$ cat config.mk
export PLATFORM = sky130hd
export DESIGN_NAME = keypad_scanner
export DESIGN_NICKNAME = d
export VERILOG_FILES = /design/src/rtl/keypad_pkg.sv /design/src/rtl/debounce_counter.sv /design/src/rtl/keypad_scanner.sv
export SDC_FILE = /design/constraint.sdc
export NUM_CORES = 1
export LEC_CHECK = 0
export ABC_AREA = 1
export BUFFER_PORTS_ARGS = -buffer_cell sky130_fd_sc_hd__buf_2
export CAP_MARGIN = 20
export CELL_PAD_IN_SITES_DETAIL_PLACEMENT = 0
export CELL_PAD_IN_SITES_GLOBAL_PLACEMENT = 1
export CORE_UTILIZATION = 45
export DETAILED_ROUTE_END_ITERATION = 6
export PLACE_DENSITY = 0.84
export SLEW_MARGIN = 20
export SYNTH_ARGS = -nofsm -noshare
export SYNTH_HDL_FRONTEND = slang
export SYNTH_SLANG_ARGS = --single-unit
$ cat constraint.sdc
create_clock -name clk -period 3.5 [get_ports clk]
set_input_delay 0.7 -clock clk [delete_from_list [all_inputs] [get_ports clk]]
set_output_delay 0.7 -clock clk [all_outputs]
set_load 0.005 [all_outputs]
$ cat src/rtl/keypad_pkg.sv
// Shared definitions for the 4x4 keypad scanner: FSM state type, key map and
// small decode helpers used by the scanner top.
package keypad_pkg;

  typedef enum logic [1:0] {
    ST_SCAN     = 2'd0,
    ST_DEBOUNCE = 2'd1,
    ST_HELD     = 2'd2,
    ST_RELEASE  = 2'd3
  } state_e;

  // Indexed by {row, col}; entry 0 is row0/col0.
  localparam logic [15:0][3:0] KEY_MAP = {
    4'hD, 4'hF, 4'h0, 4'hE,
    4'hC, 4'h9, 4'h8, 4'h7,
    4'hB, 4'h6, 4'h5, 4'h4,
    4'hA, 4'h3, 4'h2, 4'h1
  };

  function automatic logic [3:0] key_lookup(input logic [1:0] row, input logic [1:0] col);
    return KEY_MAP[{row, col}];
  endfunction

  function automatic logic [1:0] lowest_low_col(input logic [3:0] cols_n);
    logic [1:0] idx;
    idx = 2'd3;
    for (int i = 3; i >= 0; i--) begin
      if (!cols_n[i]) idx = 2'(i);
    end
    return idx;
  endfunction

  function automatic logic [3:0] row_drive(input logic [1:0] row);
    return ~(4'b0001 << row);
  endfunction

endpackage

$ cat src/rtl/debounce_counter.sv
// Saturating up-counter with synchronous clear; done flags the cycle whose
// enabled count completes a run of DONE_AT cycles.
module debounce_counter #(
  parameter int CNT_W   = 4,
  parameter int SAT_VAL = 8,
  parameter int DONE_AT = 8
) (
  input  logic             clk,
  input  logic             reset,
  input  logic             clear,
  input  logic             enable,
  output logic [CNT_W-1:0] count,
  output logic             done
);

  localparam logic [CNT_W-1:0] SAT  = CNT_W'(SAT_VAL);
  localparam logic [CNT_W-1:0] LAST = CNT_W'(DONE_AT - 1);

  logic [CNT_W-1:0] count_q;
  logic [CNT_W-1:0] count_d;

  always_comb begin
    count_d = count_q;
    if (clear) begin
      count_d = '0;
    end else if (enable && (count_q != SAT)) begin
      count_d = count_q + CNT_W'(1);
    end
  end

  always_ff @(posedge clk) begin
    if (reset) count_q <= '0;
    else       count_q <= count_d;
  end

  assign count = count_q;
  assign done  = (count_q == LAST);

endmodule

$ cat src/rtl/keypad_scanner.sv
// 4x4 matrix keypad scanner with press/release debounce and single-key lockout.
//   state    | meaning
//   SCAN     | walk rows, sample columns on the last dwell cycle
//   DEBOUNCE | row frozen, count consecutive low cycles on latched column
//   HELD     | key accepted, waiting for latched column to go high
//   RELEASE  | count consecutive high cycles before resuming the scan
module keypad_scanner
  import keypad_pkg::*;
#(
  parameter int SCAN_CYCLES     = 4,
  parameter int DEBOUNCE_CYCLES = 8
) (
  input  logic       clk,
  input  logic       reset,
  input  logic [3:0] cols_n,
  output logic [3:0] rows_n,
  output logic [3:0] key_code,
  output logic       key_valid,
  output logic       key_held
);

  localparam int CNT_MAX = (SCAN_CYCLES > DEBOUNCE_CYCLES) ? SCAN_CYCLES : DEBOUNCE_CYCLES;
  localparam int CNT_W   = $clog2(CNT_MAX + 1);
  localparam logic [CNT_W-1:0] SCAN_LAST = CNT_W'(SCAN_CYCLES - 1);

  state_e           state_q, state_d;
  logic [1:0]       row_q, row_d;
  logic [1:0]       col_q, col_d;
  logic [3:0]       rows_n_q, rows_n_d;
  logic [3:0]       key_code_q, key_code_d;
  logic             key_valid_q, key_valid_d;
  logic             key_held_q, key_held_d;
  logic             cnt_clear, cnt_en, cnt_done;
  logic [CNT_W-1:0] cnt;
  logic             col_low;
  logic [1:0]       row_next;

  assign col_low  = ~cols_n[col_q];
  assign row_next = row_q + 2'd1;

  // One counter times the row dwell in SCAN and the runs in DEBOUNCE/RELEASE.
  debounce_counter #(
    .CNT_W  (CNT_W),
    .SAT_VAL(CNT_MAX),
    .DONE_AT(DEBOUNCE_CYCLES)
  ) u_cnt (
    .clk   (clk),
    .reset (reset),
    .clear (cnt_clear),
    .enable(cnt_en),
    .count (cnt),
    .done  (cnt_done)
  );

  always_comb begin
    state_d     = state_q;
    row_d       = row_q;
    col_d       = col_q;
    rows_n_d    = rows_n_q;
    key_code_d  = key_code_q;
    key_valid_d = 1'b0;
    cnt_clear   = 1'b0;
    cnt_en      = 1'b0;

    case (state_q)
      ST_SCAN: begin
        if (cnt == SCAN_LAST) begin
          cnt_clear = 1'b1;
          if (cols_n != 4'hF) begin
            col_d   = lowest_low_col(cols_n);
            state_d = ST_DEBOUNCE;
          end else begin
            row_d    = row_next;
            rows_n_d = row_drive(row_next);
          end
        end else begin
          cnt_en = 1'b1;
        end
      end
      ST_DEBOUNCE: begin
        if (!col_low) begin
          state_d   = ST_SCAN;
          row_d     = row_next;
          rows_n_d  = row_drive(row_next);
          cnt_clear = 1'b1;
        end else if (cnt_done) begin
          state_d     = ST_HELD;
          key_code_d  = key_lookup(row_q, col_q);
          key_valid_d = 1'b1;
          cnt_clear   = 1'b1;
        end else begin
          cnt_en = 1'b1;
        end
      end
      ST_HELD: begin
        if (!col_low) begin
          state_d   = ST_RELEASE;
          cnt_clear = 1'b1;
        end
      end
      ST_RELEASE: begin
        if (col_low) begin
          state_d   = ST_HELD;
          cnt_clear = 1'b1;
        end else if (cnt_done) begin
          state_d   = ST_SCAN;
          row_d     = row_next;
          rows_n_d  = row_drive(row_next);
          cnt_clear = 1'b1;
        end else begin
          cnt_en = 1'b1;
        end
      end
      default: begin
        state_d   = ST_SCAN;
        cnt_clear = 1'b1;
      end
    endcase

    key_held_d = (state_d == ST_HELD) || (state_d == ST_RELEASE);
  end

  always_ff @(posedge clk) begin
    if (reset) begin
      state_q     <= ST_SCAN;
      row_q       <= 2'd0;
      col_q       <= 2'd0;
      rows_n_q    <= 4'b1110;
      key_code_q  <= 4'h0;
      key_valid_q <= 1'b0;
      key_held_q  <= 1'b0;
    end else begin
      state_q     <= state_d;
      row_q       <= row_d;
      col_q       <= col_d;
      rows_n_q    <= rows_n_d;
      key_code_q  <= key_code_d;
      key_valid_q <= key_valid_d;
      key_held_q  <= key_held_d;
    end
  end

  assign rows_n    = rows_n_q;
  assign key_code  = key_code_q;
  assign key_valid = key_valid_q;
  assign key_held  = key_held_q;

endmodule

==> results.ini, run 1 <==
[floorplanning]
core_sq_um = 2760
dieWidth_um = 55.9
die_h_um = 55.9
ios = 16
start_util_pct = 47.4
die_area_sq_um = 3120
rows = 19

[timing]
finalCritPeriodShare_pct = 49.3
hold_slack_ns = 0.491
clock_skew_ns = 0.00202
rsz0062_at_grt = no
slew_headroom_pct = 71.5
setup-tns-final_ns = 0
period_needed_ns = 1.73
setup_viol = 0
slew_violations = 0
worst_slew_pin_slew_ns = 0.424
fmax_mhz = 579
hold_violations = 0

[finish]
final_common_cell = nand2_1
fillerInstances = 285
syn_to_final_growth_pct = 10.2
diodes = 0
multi_input_area_sq_um = 836
final_cell_mix = 26 x nand2_1, 19 x dfxtp_1, 18 x inv_1, 17 x ha_1
drive_gt1_share_pct = 20.3
post-route-util_pct = 52.2
nNetsFinal = 211
final-seq-area_sq_um = 380
finalInstanceArea_sq_um = 1440

[clocking]
cts_sinks = 19
cts-root-buf = clkbuf_4
max-clock-path-buffers = 2
cts_hold_buf = 0
cts_setup_buffers = 0
cts_tree = yes
clock_latency_ns = 0.30
htreeDepth = 1
cts_buffers = 3
cts_resized = 0
path_clk_slew_ns = 0.11

[worst_setup_path]
path_depth = 10
critical_path_class = reg2reg
crit_path_max_fanout = 7
worst_path_most_repeated_cell = nand2_4
end_kind = flip-flop
critPathArrivalTime_ns = 1.93
path_cells = ha_1 > nand3_2 > nand2_2 > nand2_4 > nor2_4 > nand2_4 > nor2_8 > inv_4 > a21oi_1 > o21ai_1
worstReg2RegEnd = rows_n[2]
r2r_start = u_cnt.count[1]
rr_worst_depth = 10
cp_slowest_stage_delay_ns = 0.40
start_kind = flip-flop
cpMaxStageDelayCell = dfxtp_1
required_ns = 3.70
worst-path-buf-inv = 1
crit_family = simple AND/OR/NAND/NOR gates
regToRegSetupSlack_ns = 1.77

[outcome]
run_status = completed

[synth]
netlist_instances = 170
yosysTopAreaCellShare_pct = 29.1
syn_nets = 193
synth.largest_area_cell = dfxtp_1
syn-cell-area_sq_um = 1310
synth.ff_latch_count = 19
synth.area.top_cells = dfxtp_1 29%, ha_1 16%, nand2_1 7.5%, a21oi_1 6.1%, o21ai_0 6.1%
syn_area_per_cell_sq_um = 7.68
ys_seq_area_share_pct = 29.1
yosysWarnings = 0
yosysUniqueCellTypes = 26

[route]
finalWirelength_mm = 2.83
drt_iter0_drc = 27
post-route-drc-count = 0
first_pass_iters = 4
ant_nets = 0
avgRoutedWirePerCell_um = 13.0
num_vias = 1164
viasPerCell = 5.34

[job]
maxCapViolCount = 0

[grt]
antenna_found_initial = 0
grt_overflow = 0
track_usage_pct = 20.2
grt_pass1_wl_mm = 4.96
grt_start_max_net_pins = 12
grt_pass1_vias = 1145

[hold_path]
hold_end = key_code[0]
holdPathStages = 2
worstHoldStart = key_code[0]
hp-class = reg2reg

[placement]
dpl_cell_area_sq_um = 1410
place.gp.congestion = 0.832
portBuffers = 15
dp_hpwl_mm = 2.23

[pwr]
pwr_density_cell_nw_per_um2 = 441
power_leakage_nw = 0.651
ir_drop_mv = 0.264

cells by family (layout without fill, tap and decap cells):
logic type / after synthesis / in the layout / share of synthesized area (%)
buf+inv: 23 / 40 / 6.90
simple gates: 67 / 67 / 29.5
flops: 19 / 19 / 29.1
fa+ha+maj: 17 / 17 / 16.3
compound gates: 42 / 42 / 16.9
xor+xnor: 2 / 2 / 1.34
through the flow:
stage | total power [mW] | setup WS, ns | instances
2_1_floorplan | 0.467 | 1.89 | 170
6_report | 0.635 | 1.77 | 218
3_5_place_dp | 0.524 | 1.63 | 214
5_1_grt | 0.692 | 1.65 | 218
4_1_cts | 0.641 | 1.77 | 218
3_3_place_gp | 0.517 | 1.72 | 214
metal layers:
metal / routed length (um) / up-vias / GRT usage, %
li1: - / 596 / -
met1: 1300 / 549 / 24.8
met2: 1410 / 13 / 35.5
met3: 47 / 6 / 2.09
met4: 70 / 0 / 9.41
met5: 0 / - / 0
report_power, final:
group / switching (mW) / internal [mW]
clock: 0.0723 / 0.0426
sequential: 0.0325 / 0.242
combinational: 0.155 / 0.0902
area by class of cell:
type / count / share of cell area, %
Inverter: 21 / 5.65
Timing Repair Buffer: 15 / 5.22
Multi-Input combinational cell: 128 / 58.1
Tap cell: 31 / 2.70
Sequential cell: 19 / 26.4
Clock inverter: 1 / 0.348
Clock buffer: 3 / 1.57
worst reg2reg max path: stages (launching register included):
cell and delay [ns]:
dfxtp_1 0.40, ha_1 0.31, nand3_2 0.17, nand2_2 0.13
nand2_4 0.05, nor2_4 0.09, nand2_4 0.07, nor2_8 0.12
inv_4 0.06, a21oi_1 0.14, o21ai_1 0.08
worst max path at each step:
stage               slack [ns]            from         to
global route              1.65  u_cnt.count[1]  rows_n[2]
floorplan                 1.89       cols_n[1]  rows_n[1]
CTS                       1.77  u_cnt.count[1]  rows_n[2]
detailed placement        1.63       cols_n[1]  rows_n[2]
global placement          1.72       cols_n[1]  rows_n[1]
finish                    1.77  u_cnt.count[1]  rows_n[2]
synth_stat cells:
| master | instances |
|---|---|
| o21ai_1 | 5 |
| inv_2 | 2 |
| nor2_8 | 1 |
| nor2_4 | 2 |
| nand3_1 | 5 |
| o211ai_1 | 1 |
| inv_4 | 1 |
| a211oi_1 | 1 |
| a21oi_1 | 16 |
| nor2_1 | 14 |
| nand2_1 | 26 |
| nand3_4 | 1 |
| xor2_1 | 2 |
| o31ai_1 | 1 |
| a31oi_1 | 2 |
| o21ai_0 | 16 |
| nand2_2 | 3 |
| nor3_1 | 1 |
| clkbuf_1 | 1 |
| dfxtp_1 | 19 |
| nand3_2 | 5 |
| nand4_1 | 5 |
| inv_1 | 18 |
| ha_1 | 17 |
| nand2_4 | 4 |
| buf_2 | 1 |
No activity file was read; power rests on OpenSTA's default activity.
==> run 2, diff against run 1 <==
Settings changed: CORE_UTILIZATION 45 to 42, PLACE_DENSITY 0.84 to 0.79.
Clock period 3.5 ns to 1.65 ns, I/O delays scaled along.
==> run 2 against run 1 <==
- sequential power is 110% higher
- worst hold slack worse by 0.21 ns
- critical path depth is 1 lower
- count of clock-buffer cells in the layout stayed put
- total power is 120% higher
- non-clock buffer count is 4 higher
- clock power is 110% higher
- global-route usage is 1.6 points lower
- design area is 3.8% higher
- core utilization is 0.19 points higher
==> results.ini, run 2 (synthesis gave the netlist of run 1 again) <==
[grt]
track_usage_pct = 18.6  ; was 20.2%
antenna_found_initial = 0  ; unchanged
grt_pass1_vias = 1094  ; was 1145
grt_start_max_net_pins = 12  ; unchanged
grt_pass1_wl_mm = 4.81  ; was 4.96 mm
grt_overflow = 0  ; unchanged

[pwr]
p_int_mw = 0.839  ; was 0.375 mW
p_comb_share_pct = 41.7  ; was 38.7%
p_seq_share_pct = 40.8  ; was 43.2%
power_leakage_nw = 0.672  ; was 0.651 nW
pwr-share-clk_pct = 17.4  ; was 18.1%
p_sw_share_pct = 40.8  ; was 41.0%
p_switching_mw = 0.578  ; was 0.260 mW
ir_drop_mv = 0.618  ; was 0.264 mV
pwr_density_cell_nw_per_um2 = 948  ; was 441 nW/um^2

[floorplanning]
core_sq_um = 2850  ; was 2760 sq um
die_h_um = 57.8  ; was 55.9 um
ios = 16  ; unchanged
rows = 19  ; unchanged
start_util_pct = 45.8  ; was 47.4%
die_area_sq_um = 3340  ; was 3120 sq um
dieWidth_um = 57.8  ; was 55.9 um

[worst_setup_path]
start_kind = flip-flop  ; unchanged
critical_path_class = reg2reg  ; unchanged
crit_path_max_fanout = 6  ; was 7
cp_slowest_stage_delay_ns = 0.39  ; was 0.40 ns
critPathArrivalTime_ns = 1.77  ; was 1.93 ns
cpMaxStageDelayCell = dfxtp_4  ; was dfxtp_1
end_kind = flip-flop  ; unchanged
worst-path-buf-inv = 2  ; was 1
path_cells = inv_1 > ha_1 > inv_1 > o21ai_0 > a21oi_1 > nand3_1 > nand2_1 > nand2_1 > a21oi_1  ; was ha_1 > nand3_2 > nand2_2 > nand2_4 > nor2_4 > nand2_4 > nor2_8 > inv_4 > a21oi_1 > o21ai_1
crit_family = flip-flops  ; was simple AND/OR/NAND/NOR gates
required_ns = 1.89  ; was 3.70 ns

[finish]
syn_to_final_growth_pct = 14.4  ; was 10.2%
drive_gt1_share_pct = 25.1  ; was 20.3%
final_cell_mix = 26 x nand2_1, 18 x inv_1, 16 x o21ai_0, 16 x dfxtp_1  ; was 26 x nand2_1, 19 x dfxtp_1, 18 x inv_1, 17 x ha_1
fillerInstances = 300  ; was 285
post-route-util_pct = 52.4  ; was 52.2%
nNetsFinal = 215  ; was 211
diodes = 0  ; unchanged
final_common_cell = nand2_1  ; unchanged

[clocking]
cts-root-buf = clkbuf_4  ; unchanged
cts_hold_buf = 0  ; unchanged
cts_resized = 0  ; unchanged
clock_latency_ns = 0.31  ; was 0.30 ns
cts_sinks = 19  ; unchanged
max-clock-path-buffers = 2  ; unchanged
cts_tree = yes  ; unchanged
htreeDepth = 1  ; unchanged
cts_buffers = 3  ; unchanged
path_clk_slew_ns = 0.12  ; was 0.11 ns
cts_setup_buffers = 0  ; unchanged

[timing]
period_needed_ns = 1.53  ; was 1.73 ns
fmax_mhz = 653  ; was 579 MHz
setup-tns-final_ns = 0  ; unchanged
rsz0062_at_grt = yes  ; was no
slew_violations = 0  ; unchanged
finalCritPeriodShare_pct = 92.8  ; was 49.3%
clock_skew_ns = 0.0112  ; was 0.00202 ns
setup_viol = 0  ; unchanged
slew_headroom_pct = 76.9  ; was 71.5%
hold_violations = 0  ; unchanged
worst_slew_pin_slew_ns = 0.346  ; was 0.424 ns

[job]
maxCapViolCount = 0  ; unchanged

[route]
viasPerCell = 5.33  ; was 5.34
drt_iter0_drc = 54  ; was 27
ant_nets = 0  ; unchanged
finalWirelength_mm = 2.76  ; was 2.83 mm
num_vias = 1183  ; was 1164
post-route-drc-count = 0  ; unchanged
avgRoutedWirePerCell_um = 12.4  ; was 13.0 um
first_pass_iters = 4  ; unchanged

[outcome]
run_status = completed  ; unchanged

[placement]
portBuffers = 15  ; unchanged
place.gp.congestion = 0.841  ; was 0.832
dp_hpwl_mm = 2.13  ; was 2.23 mm

[hold_path]
hp-class = in2reg  ; was reg2reg

-- run 2: worst reg2reg max path, cell delays in order (launching register included) --
cell	delay, ns
dfxtp_4	0.39
inv_1	0.08
ha_1	0.25
inv_1	0.12
o21ai_0	0.09
a21oi_1	0.13
nand3_1	0.08
nand2_1	0.06
nand2_1	0.12
a21oi_1	0.15
-- run 2: worst paths after layout --
check | start | to | slack [ns] | cells after the start
max reg2reg | flip-flop | u_cnt.count[0] | 0.12 | 9
max | flip-flop | u_cnt.count[0] | 0.12 | 9
min | reset | flip-flop | 0.28 | 2
min reg2reg | key_code[0] | key_code[0] | 0.48 | 2
-- run 2: routing by layer --
| metal | vias up | global-route usage [%] | part of all wire (%) |
|---|---|---|---|
| met3 | 5 | 2.01 | 2.1 |
| met2 | 28 | 30.1 | 48 |
| met4 | 0 | 8.16 | 1.4 |
| li1 | 606 | - | - |
| met1 | 544 | 25.1 | 49 |
| met5 | - | 0 | 0 |
-- run 2: stage by stage --
stage / power, mW / instance area (sq um) / hold slack (ns) / std cells / setup slack, ns
after detailed placement: 1.14 / 1440 / 0.464 / 218 / 0.0527
final: 1.42 / 1490 / 0.280 / 222 / 0.120
after global routing: 1.54 / 1490 / 0.295 / 222 / -0.00832
after floorplan: 0.991 / 1310 / 0.456 / 170 / 0.146
after global placement: 1.14 / 1440 / 0.456 / 218 / 0.0768
after CTS: 1.40 / 1470 / 0.279 / 222 / 0.0131
-- run 2: power groups by stage --
stage          registers (mW)  clock network, mW  logic [mW]
6_report                0.578              0.247       0.591
5_1_grt                 0.586              0.276       0.673
4_1_cts                 0.567              0.263       0.569
3_5_place_dp            0.578                  0       0.565
3_3_place_gp            0.575                  0       0.563
2_1_floorplan           0.573                  0       0.417
-- run 2: cell type report --
class / count / area [sq um] / area share [%]
repair buffers: 19 / 105 / 7.04
clock buffers: 3 / 22.5 / 1.51
well taps: 31 / 38.8 / 2.60
inverters: 21 / 81.3 / 5.44
flip-flops and latches: 19 / 387 / 25.9
clock inverters: 1 / 5.00 / 0.335
multi-input cells: 128 / 855 / 57.2
